===== config.mk =====
export PLATFORM = sky130hd
export DESIGN_NAME = i2c_read_sequencer
export DESIGN_NICKNAME = d
export VERILOG_FILES = /design/src/rtl/i2c_read_sequencer.sv
export SDC_FILE = /design/constraint.sdc
export NUM_CORES = 1
export LEC_CHECK = 0
export ABC_AREA = 1
export ABC_CLOCK_PERIOD_IN_PS = 2920
export CORE_ASPECT_RATIO = 1.25
export CORE_MARGIN = 2
export CORE_UTILIZATION = 57
export DETAILED_ROUTE_END_ITERATION = 7
export PLACE_DENSITY = 0.88
export SYNTH_ARGS = -nofsm -noshare
export SYNTH_HDL_FRONTEND = slang
export SYNTH_SLANG_ARGS = --single-unit

===== constraint.sdc =====
create_clock -name clk -period 2.92 [get_ports clk]
set_clock_uncertainty 0.2 [all_clocks]
set_input_delay 0.438 -clock clk [delete_from_list [all_inputs] [get_ports clk]]
set_output_delay 0.438 -clock clk [all_outputs]
set_load 0.005 [all_outputs]

===== src/rtl/i2c_read_sequencer.sv =====
`timescale 1ns / 1ps
// Burst read sequencer in front of an I2C master receiver.
// Issues one byte read at a time and buffers results in a FWFT FIFO.
module i2c_read_sequencer #(
    parameter int DEPTH       = 8,
    parameter int GAP_CYC     = 1000,
    parameter int TIMEOUT_CYC = 32768
) (
    input  logic                     clk,
    input  logic                     rst_n,
    input  logic                     i_start,
    input  logic [6:0]               i_device_addr,
    input  logic [7:0]               i_start_addr,
    input  logic [7:0]               i_len,
    output logic                     o_i2c_recv_en,
    output logic [6:0]               o_device_addr,
    output logic [7:0]               o_data_addr,
    input  logic [7:0]               i_read_data,
    input  logic                     i_done_flag,
    output logic                     o_rd_valid,
    output logic [7:0]               o_rd_data,
    input  logic                     i_rd_ready,
    output logic [$clog2(DEPTH):0]   o_fifo_count,
    output logic                     o_busy,
    output logic                     o_seq_done,
    output logic                     o_timeout
);

    localparam int AW = $clog2(DEPTH);
    localparam logic [15:0] GAP_LIM = 16'(GAP_CYC);
    localparam logic [15:0] TO_LAST = 16'(TIMEOUT_CYC - 1);
    localparam logic [AW:0] FULL = (AW + 1)'(DEPTH);
    localparam logic [AW:0] CNT_ONE = (AW + 1)'(1);
    localparam logic [AW-1:0] PTR_ONE = AW'(1);

    typedef enum logic [1:0] {IDLE, ISSUE, CAPTURE, GAP} state_t;

    state_t        state, state_nx;
    logic [15:0]   gap_cnt, to_cnt;
    logic [7:0]    remaining;
    logic          done_q;
    logic [7:0]    mem [DEPTH];
    logic [AW-1:0] wr_ptr, rd_ptr;
    logic          push, pop, done_rise, start_ok;
    logic          seq_done_nx, timeout_nx;

    assign done_rise     = i_done_flag & ~done_q;
    assign start_ok      = i_start & (i_len != 8'd0);
    assign o_rd_valid    = (o_fifo_count != '0);
    assign pop           = o_rd_valid & i_rd_ready;
    assign o_rd_data     = o_rd_valid ? mem[rd_ptr] : 8'h00;
    assign o_busy        = (state != IDLE);
    assign o_i2c_recv_en = (state == ISSUE);

    // The last byte returns straight to IDLE so done/busy settle together.
    always_comb begin
        state_nx    = state;
        push        = 1'b0;
        seq_done_nx = 1'b0;
        timeout_nx  = 1'b0;
        unique case (state)
            IDLE: begin
                if (start_ok) state_nx = GAP;
            end
            GAP: begin
                if (!i_done_flag && gap_cnt >= GAP_LIM && o_fifo_count < FULL)
                    state_nx = ISSUE;
            end
            ISSUE: begin
                if (done_rise) begin
                    push = 1'b1;
                    if (remaining == 8'd1) begin
                        state_nx    = IDLE;
                        seq_done_nx = 1'b1;
                    end else begin
                        state_nx = CAPTURE;
                    end
                end else if (to_cnt >= TO_LAST) begin
                    state_nx   = IDLE;
                    timeout_nx = 1'b1;
                end
            end
            CAPTURE: state_nx = GAP;
            default: state_nx = IDLE;
        endcase
    end

    always_ff @(posedge clk or negedge rst_n) begin
        if (!rst_n) begin
            state         <= IDLE;
            done_q        <= 1'b0;
            o_seq_done    <= 1'b0;
            o_timeout     <= 1'b0;
            o_device_addr <= '0;
            o_data_addr   <= '0;
            remaining     <= '0;
            gap_cnt       <= '0;
            to_cnt        <= '0;
        end else begin
            state      <= state_nx;
            done_q     <= i_done_flag;
            o_seq_done <= seq_done_nx;
            o_timeout  <= timeout_nx;
            case (state)
                IDLE: begin
                    if (start_ok) begin
                        o_device_addr <= i_device_addr;
                        o_data_addr   <= i_start_addr;
                        remaining     <= i_len;
                        gap_cnt       <= GAP_LIM;
                    end
                end
                GAP: begin
                    if (gap_cnt != 16'hFFFF) gap_cnt <= gap_cnt + 16'd1;
                    to_cnt <= '0;
                end
                ISSUE: begin
                    if (to_cnt != 16'hFFFF) to_cnt <= to_cnt + 16'd1;
                    if (push) begin
                        o_data_addr <= o_data_addr + 8'd1;
                        remaining   <= remaining - 8'd1;
                    end
                end
                CAPTURE: gap_cnt <= '0;
                default: ;
            endcase
        end
    end

    always_ff @(posedge clk) begin
        if (push) mem[wr_ptr] <= i_read_data;
    end

    always_ff @(posedge clk or negedge rst_n) begin
        if (!rst_n) begin
            wr_ptr       <= '0;
            rd_ptr       <= '0;
            o_fifo_count <= '0;
        end else begin
            if (push) wr_ptr <= wr_ptr + PTR_ONE;
            if (pop) rd_ptr <= rd_ptr + PTR_ONE;
            if (push && !pop)
                o_fifo_count <= o_fifo_count + CNT_ONE;
            else if (pop && !push)
                o_fifo_count <= o_fifo_count - CNT_ONE;
        end
    end

endmodule


# --- Yosys cells after proc, flatten, opt, wreduce, memory -nomap -nowiden ---
# Memories as Yosys holds them, arrays and structs flattened.
# Cells that the tools add are included.
op_classes:
  bitwise_logic: 4
  magnitude_cmp: 3
  muxes: 30
  n_reduce_logical: 20
  addsub: 8
  n_eq_ne: 12
ops:
  columns: ["op", "n"]
  rows:
  - ["two-way mux 16 bit", 3]
  - ["one-hot mux 16 bit (3 select lines)", 1]
  - ["two-way mux 8 bit", 5]
  - ["adder 16 x 1 -> 16 bit (second input constant)", 2]
  - ["inequality test 16 bit (second input constant)", 2]
  - ["one-hot mux 16 bit (2 select lines)", 1]
  - ["one-hot mux 8 bit (2 select lines)", 2]
  - ["greater-or-equal comparator 16 x 10 -> 1 bit (second input constant)", 1]
  - ["greater-or-equal comparator 16 x 15 -> 1 bit (second input constant)", 1]
  - ["two-way mux 1 bit", 10]
  - ["two-way mux 2 bit", 5]
  - ["AND reduction 3 bit", 3]
  - ["adder 8 x 1 -> 8 bit (second input constant)", 1]
  - ["== test 8 x 1 -> 1 bit (second input constant)", 1]
  - ["two-way mux 4 bit", 2]
  - ["one-hot mux 2 bit (4 select lines)", 1]
  - ["nonzero test 2 bit", 4]
  - ["nonzero test 8 bit", 1]
  - ["subtractor 8 x 1 -> 8 bit (second input constant)", 1]
  - ["adder 3 x 1 -> 3 bit (second input constant)", 2]
  - ["inequality test 2 bit (second input constant)", 3]
  - ["adder 4 x 1 -> 4 bit (second input constant)", 1]
  - ["== test 2 bit (second input constant)", 2]
  - ["logical AND 1 bit", 4]
  - ["other kinds (12)", 18]
word_totals:
  elab_cells: 90
  n_memories: 1
  output_inout_bits: 32
  register_bits: 70
  in_bits: 36
  ramBits: 64
mem_list:
  columns: ["name", "depth", "word_bits", "rd", "rd_clocked_by_memory_dff", "wr", "line_no", "source"]
  rows:
  - ["mem", 8, 8, 1, 0, 1, "42", "logic [7:0] mem [DEPTH];"]

# --- Depth between registers and ports, before layout ---
logic_depth:
  ltp_word: 8
  ltp_mapped: 12
  ltp_nobuf: 11

# --- Worst setup path after synthesis ---
# Ideal clock, no wire load.
synth_path:
  path_kind: "reg-to-reg"
  from: "register state[1]"
  to: "register o_fifo_count[3]"
  slack_ps: 697
  t_arrival_ps: 1892
  setup_time_ps: 131
  period_less_slack_ps: 2223
  stages_incl_launch_ff: 13
  path_cell_list: "dfrtp_1 buf_2 inv_2 nand2_4 nor2_4 ha_1 inv_1 ha_1 a21oi_1 nand2_1 a21oi_1 o21ai_0 xor2_1"
synth_via:
  elab_chain_len: 5
  word_cells_on_any_way: 7
  cone_classes: "eq/ne (1); mux (2); reduce/logical (4)"
synth_rtl:
  columns: ["item", "line_no", "source"]
  rows:
  - ["start, declared", "38", "state_t state, state_nx;"]
  - ["start signal, assigned", "100", "state <= state_nx;"]
  - ["== test 2 x 1 -> 1 bit *", "61", "unique case (state)"]
  - ["two-way mux 1 bit *", "61", null]
  - ["named net push", "44", "logic push, pop, done_rise, start_ok;"]
  - ["zero test 1 bit", "144", "else if (pop && !push)"]
  - ["logical AND 1 bit", "144", null]
  - ["nonzero test 2 bit (no line)", null, null]
  - ["end signal, assigned", "143", "o_fifo_count <= o_fifo_count + CNT_ONE;"]
  - ["end signal, assigned", "145", "o_fifo_count <= o_fifo_count - CNT_ONE;"]
  - ["end, declared", "23", "output logic [$clog2(DEPTH):0] o_fifo_count,"]
# Mark *: on every way through the listed nets, which the timed path passes. The rest lies on a longest branch.
# A chain may end at the register's enable or synchronous reset.

# --- Final worst setup path ---
layout_path:
  from: "register rd_ptr[0]"
  to: "output o_rd_data[3]"
layout_via:
  elab_chain_len: 2
layout_rtl:
  columns: ["item", "line_no", "source"]
  rows:
  - ["start, declared", "43", "logic [AW-1:0] wr_ptr, rd_ptr;"]
  - ["start signal, assigned", "141", "if (pop) rd_ptr <= rd_ptr + PTR_ONE;"]
  - ["memory read (8 x 8 bit)", null, null]
  - ["two-way mux 8 bit", "51", "assign o_rd_data = o_rd_valid ? mem[rd_ptr] : 8'h00;"]
  - ["end, declared", "21", "output logic [7:0] o_rd_data,"]
# Every way passes these cells.

==> flow_metrics.tcl <==
set metrics [dict create \
    critPathKind "flop to output port" \
    die_h_um 127 \
    syn_inst 790 \
    detail_route.wl_per_cell_um 14.7 \
    clk_path_buf_depth 2 \
    dieArea_um2 12900 \
    track_usage_pct 25.7 \
    synthAdderAreaFrac_pct 2.30 \
    vias_per_cell 5.47 \
    worst_ir_drop_vdd_mv 0.445 \
    tightestPinTransition_ns 0.879 \
    synth_area_um2 6850 \
    fp-row-count 44 \
    setup_tns_ns 0 \
    antenna_cells 0 \
    power_leakage_nw 3.57 \
    yosys.area.top_type "edfxtp_1" \
    dpl.cell_count 1012 \
    synth_xor_area_share_pct 1.53 \
    synthMuxAreaShare_pct 1.64 \
    status "complete, no violations" \
    synth-simple-area-share_pct 27.1 \
    grt_max_degree 71 \
    timing.final.crit_share_pct 99.0 \
    fin_util_pct 71.2 \
    cts.sinks 134 \
    core_um2 11700 \
    hp-class "flop to flop" \
    final_cell_area_um2 8310 \
    ios 68 \
    cts_tree "built" \
    num-fill-cells 848 \
    critPathCaptureType "output port" \
    cp.arrival_ns 2.25 \
    io_buffer_count 67 \
    synth_compound_area_share_pct 8.44 \
    ys_seq_area_share_pct 53.6 \
    syn_nets 838 \
    drt_iter0_drc 466 \
    crit_path_start_kind "flop" \
    dp_hpwl_um 10200 \
    postSynthAreaPerCell_um2 8.67 \
    die_w_um 102 \
    antenna_found_initial 0 \
    layout-drive-gt1-share_pct 9.16 \
    gp_congestion 0.895 \
    area_growth_pct 21.3 \
    crit_path_max_fanout 16 \
    ff_latch_area_um2 3670 \
    dpl_worst_slack_ns 0.286 \
    rsz0062_at_grt "true" \
    hold-worst-slack_ns 0.284 \
    ant_nets 0 \
    maxSlewViolCount 0 \
    required_ns 2.28 \
    drtPass1Iterations 6 \
    nNetsFinal 919 \
    grt_pass1_wl_um 25800 \
    fin_cells 1045 \
    num_vias 5712 \
    synth_top_area_share_pct 28.1 \
    grt_pass1_vias 5482 \
    cts_buffers 17 \
    ys_ff_latch 134 \
    globalRouteOverflowTotal 0 \
    cts-root-buf "clkbuf_16" \
    cts.reportedPaths.clkPinSlew_ns 0.06 \
    routed_wl_um 15400 \
    hold_viol 0 \
    synth_top_family_by_area "simple AND/OR/NAND/NOR gates" \
    power_density_nw_per_um2 655 \
    initial_utilization_pct 58.7 \
    max_freq_mhz 346 \
    clock_latency_ns 0.42 \
    fin_ws_ns 0.0305 \
    place_area_um2 7730 \
    finalPower_mw 5.44 \
    yosys_warnings 0 \
    drc 0 \
    htree_levels 4 \
    setup_violations 0 \
    multi_input_area_um2 2810 \
    maxSlewHeadroom_pct 41.4 \
    maxCapViolations 0 \
    layout_min_cycle_time_ns 2.89 \
    synth_cell_type_count 41 \
    synth_area_leaders "edfxtp_1 28%, dfrtp_1 26%, nand2_1 12%" \
]
-- cells in the mapped netlist, drive strengths merged --
cell	number
o21bai	3
fa	1
xor2	8
clkbuf	8
o22ai	8
edfxtp	64
nand3	56
buf	16
ha	11
nor2	110
nand2	224
dfrtp	70
mux2i	9
a21oi	10
mux2	2
inv	60
nor3	10
a31o	1
xnor2	4
a21boi	1
or2	8
nand4	21
a21o	1
o21ai	84
-- critical path: stages, from the launching register on --
cell	delay, ns
dfrtp_1	0.39
buf_4	0.25
nor2_1	0.07
nor2_1	0.08
o21ai_0	0.12
o21ai_0	0.11
o21ai_1	0.10
nor2_1	0.18
clkdlybuf4s50_1	0.53
-- layout make-up --
type / instances / share of cell area (%)
tap: 161 / 2.42
multi-input combinational: 572 / 33.8
clock buffer: 17 / 5.12
timing repair buffer: 86 / 9.98
inverter: 60 / 2.74
sequential: 134 / 44.2
clock inverter: 15 / 1.73
-- kinds of logic after synthesis --
logic type                 after synthesis
adders and majority gates               12
xor gates and xnor gates                12
AOI/OAI and AO/OA                      108
DFF                                    134
and+or+nand+nor                        429
muxes                                   11
buffers and inverters                   84
-- flip-flops by register name, summed over array words and instances, names as in the netlist --
signal         flops
done_q             1
gap_cnt           16
mem               64
o_data_addr        8
o_device_addr      7
o_fifo_count       4
o_seq_done         1
o_timeout          1
rd_ptr             3
remaining          8
state              2
to_cnt            16
wr_ptr             3
-- repair_timing --
item,in CTS,in global routing
resized for setup,0,3
setup endpoints to repair,0,5
hold buffers,1,0
buffers inserted,0,0
hold endpoints to repair,70,0
-- placed cells by master, fill, tap and decap left out, types with 3 or more instances in the layout --
cell type and count:
a21oi_1 10, buf_4 17, clkbuf_16 17, clkdlybuf4s50_1 66, clkinv_4 4, dfrtp_1 70
edfxtp_1 64, ha_1 11, inv_1 55, inv_2 4, inv_6 6, mux2i_1 9
nand2_1 219, nand2_2 4, nand3_1 53, nand4_1 20, nor2_1 109, nor3_1 7
o21ai_0 73, o21ai_1 8, o21ai_2 3, o21bai_1 3, o22ai_1 8, or2_2 6
xnor2_1 4, xor2_1 8
-- power breakdown --
part / internal [mW] / total, mW / switching [mW]
registers: 2.03 / 2.11 / 0.0722
logic: 0.625 / 1.29 / 0.667
clock network: 1.19 / 2.05 / 0.854
-- routing by layer --
| metal | track usage [%] | share of wire (%) | up-vias | routed length (um) |
|---|---|---|---|---|
| li1 | - | - | 2802 | - |
| met1 | 32.2 | 40 | 2642 | 6140 |
| met2 | 43.3 | 51 | 232 | 7830 |
| met3 | 5.67 | 6.9 | 36 | 1060 |
| met4 | 9.80 | 2.4 | 0 | 364 |
| met5 | 0 | 0 | - | 0 |
-- final timing paths --
path | startpoint | endpoint | slack [ns] | cells after the start
min | o_device_addr[3] | o_device_addr[3] | 0.28 | 2
min reg2reg | o_device_addr[3] | o_device_addr[3] | 0.28 | 2
max in group asynchronous | rst_n | o_device_addr[5] | 1.46 | 2
max reg2reg | state[1] | o_fifo_count[3] | 0.62 | 11
min in group asynchronous | rst_n | to_cnt[0] | 0.50 | 2
max | rd_ptr[0] | o_rd_data[3] | 0.03 | 8
Power figures use the tool's default switching activity.
==> variant: new RTL, config.mk and constraints unchanged <==
Remove the register `o_timeout`: a continuous assignment takes its place, so the output `o_timeout` follows one clock earlier.
--- a/src/rtl/i2c_read_sequencer.sv
+++ b/src/rtl/i2c_read_sequencer.sv
@@ -92,3 +92,2 @@
             o_seq_done    <= 1'b0;
-            o_timeout     <= 1'b0;
             o_device_addr <= '0;
@@ -102,3 +101,2 @@
             o_seq_done <= seq_done_nx;
-            o_timeout  <= timeout_nx;
             case (state)
@@ -129,2 +127,4 @@
 
+    assign o_timeout = timeout_nx;
+
     always_ff @(posedge clk) begin
Function: same outputs for any inputs over 4 cycles, from zero or initial values and one cycle with rst_n low; that may be too few to reach the edited logic, so the function may still have changed.
==> variant against the unedited design <==
  * Global-route usage is 1.4 points higher
  * Core utilization is 1.0 points higher
  * Sequential cell count is 1 lower
  * Critical path type unchanged
  * Power is 4.6% higher
  * Sequential share of layout area is 0.92 points lower
  * Synthesized area is 0.37% lower
  * Non-clock buffer count is 8 higher
  * Routed wire length is 6.0% higher
  * Die area is 0.35% lower
  * Clock power is 11% higher
  * Cell area is 1.5% higher
  * Critical endpoint is now o_rd_data[5]
  * Highest routed layer unchanged
  * Setup slack better by 0.019 ns
==> variant: results <==
metrics = {
    "outcome": {
        "status": "complete, no violations",
    },
    "placement": {
        "dp_hpwl_um": 10300,
        "place_ws_ns": 0.159,
        "place_congestion": 0.889,
        "numPlacedInstances": 1017,
        "place_area_um2": 7730,
    },
    "routing": {
        "route.layer.met1.wl_um": 6350,
        "viasPerCell": 5.66,
        "totalWireLength_um": 16300,
        "met2WireLength_um": 8430,
        "drtIter0Drc": 441,
    },
    "sta": {
        "tightest_slew_ns": 0.914,
        "hold_ws_ns": 0.285,
    },
    "synthesis": {
        "seq_area_frac_synth_pct": 53.5,
        "synth_xor_xnor_area_share_pct": 1.54,
        "synth_adder_area_share_pct": 2.31,
        "synth.top_cell.area_share_pct": 28.2,
        "synth_nets": 837,
        "synth_area_leaders": "edfxtp_1 (28%), dfrtp_1 (25%), nand2_1 (12%)",
    },
    "worst_hold_path": {
        "worstHoldStart": "o_device_addr[0]$_DFFE_PN0P_",
        "min_to": "o_device_addr[0]$_DFFE_PN0P_",
    },
    "pwr": {
        "p_switching_w": 0.00164,
        "p_leak_nw": 3.63,
    },
    "clock_tree": {
        "ctsResizeCount": 3,
    },
    "global_routing": {
        "grt_pass1_vias": 5811,
        "grt_max_degree": 70,
        "grtUsageMet2_pct": 45.9,
        "use_met1_pct": 32.6,
        "track_usage_pct": 27.1,
    },
    "final_layout": {
        "fill_cells": 849,
        "fin_nets": 926,
    },
    "worst_setup_path": {
        "worstPathArrival_ns": 2.23,
    },
}
variant: changes by cell type after synthesis, sizes merged:
cell   delta
dfrtp     -1
variant: layout make-up:
type | count | share of cell area, %
repair buffers | 94 | 10.6
inverters | 60 | 2.70
flip-flops and latches | 133 | 43.3
well taps | 161 | 2.39
multi-input cells | 572 | 33.5
clock inverters | 15 | 2.43
clock buffers | 17 | 5.05
variant: worst reg2reg max path: stages (launching register included):
cell	delay, ns
dfrtp_1	0.45
nor2_1	0.12
nand2_1	0.09
nand2_1	0.13
ha_1	0.17
inv_1	0.09
ha_1	0.33
a21oi_1	0.15
nand2_1	0.08
a21oi_1	0.12
o21ai_0	0.13
xor2_1	0.17
variant: worst max-delay path by stage:
stage	slack (ns)	endpoint	start
global route	-0.004	o_rd_data[0]	rd_ptr[0]$_DFFE_PN0P_
global placement	0.24	o_timeout	i_done_flag
floorplan	0.70	o_fifo_count[3]$_DFFE_PN0P_	state[1]$_DFFE_PN0P_
detailed placement	0.16	o_fifo_count[3]$_DFFE_PN0P_	i_done_flag
finish	0.05	o_rd_data[5]	rd_ptr[0]$_DFFE_PN0P_
CTS	0.04	o_timeout	to_cnt[1]$_DFFE_PN0P_
variant: power by group through the flow:
stage	registers [W]	clock network (W)	logic [W]
floorplan	0.00211	0	0.000688
global placement	0.00211	0	0.00121
detailed placement	0.00211	0	0.00126
CTS	0.00208	0.00230	0.00128
global route	0.00209	0.00239	0.00146
finish	0.00209	0.00228	0.00132
variant: cell families (layout without fill, tap and decap cells):
group,Yosys count,in the layout
muxes,11,11
xor gates and xnor gates,12,12
DFF,133,133
adders and majority gates,12,12
AOI/OAI and AO/OA,108,108
and+or+nand+nor,429,429
buffers and inverters,84,186
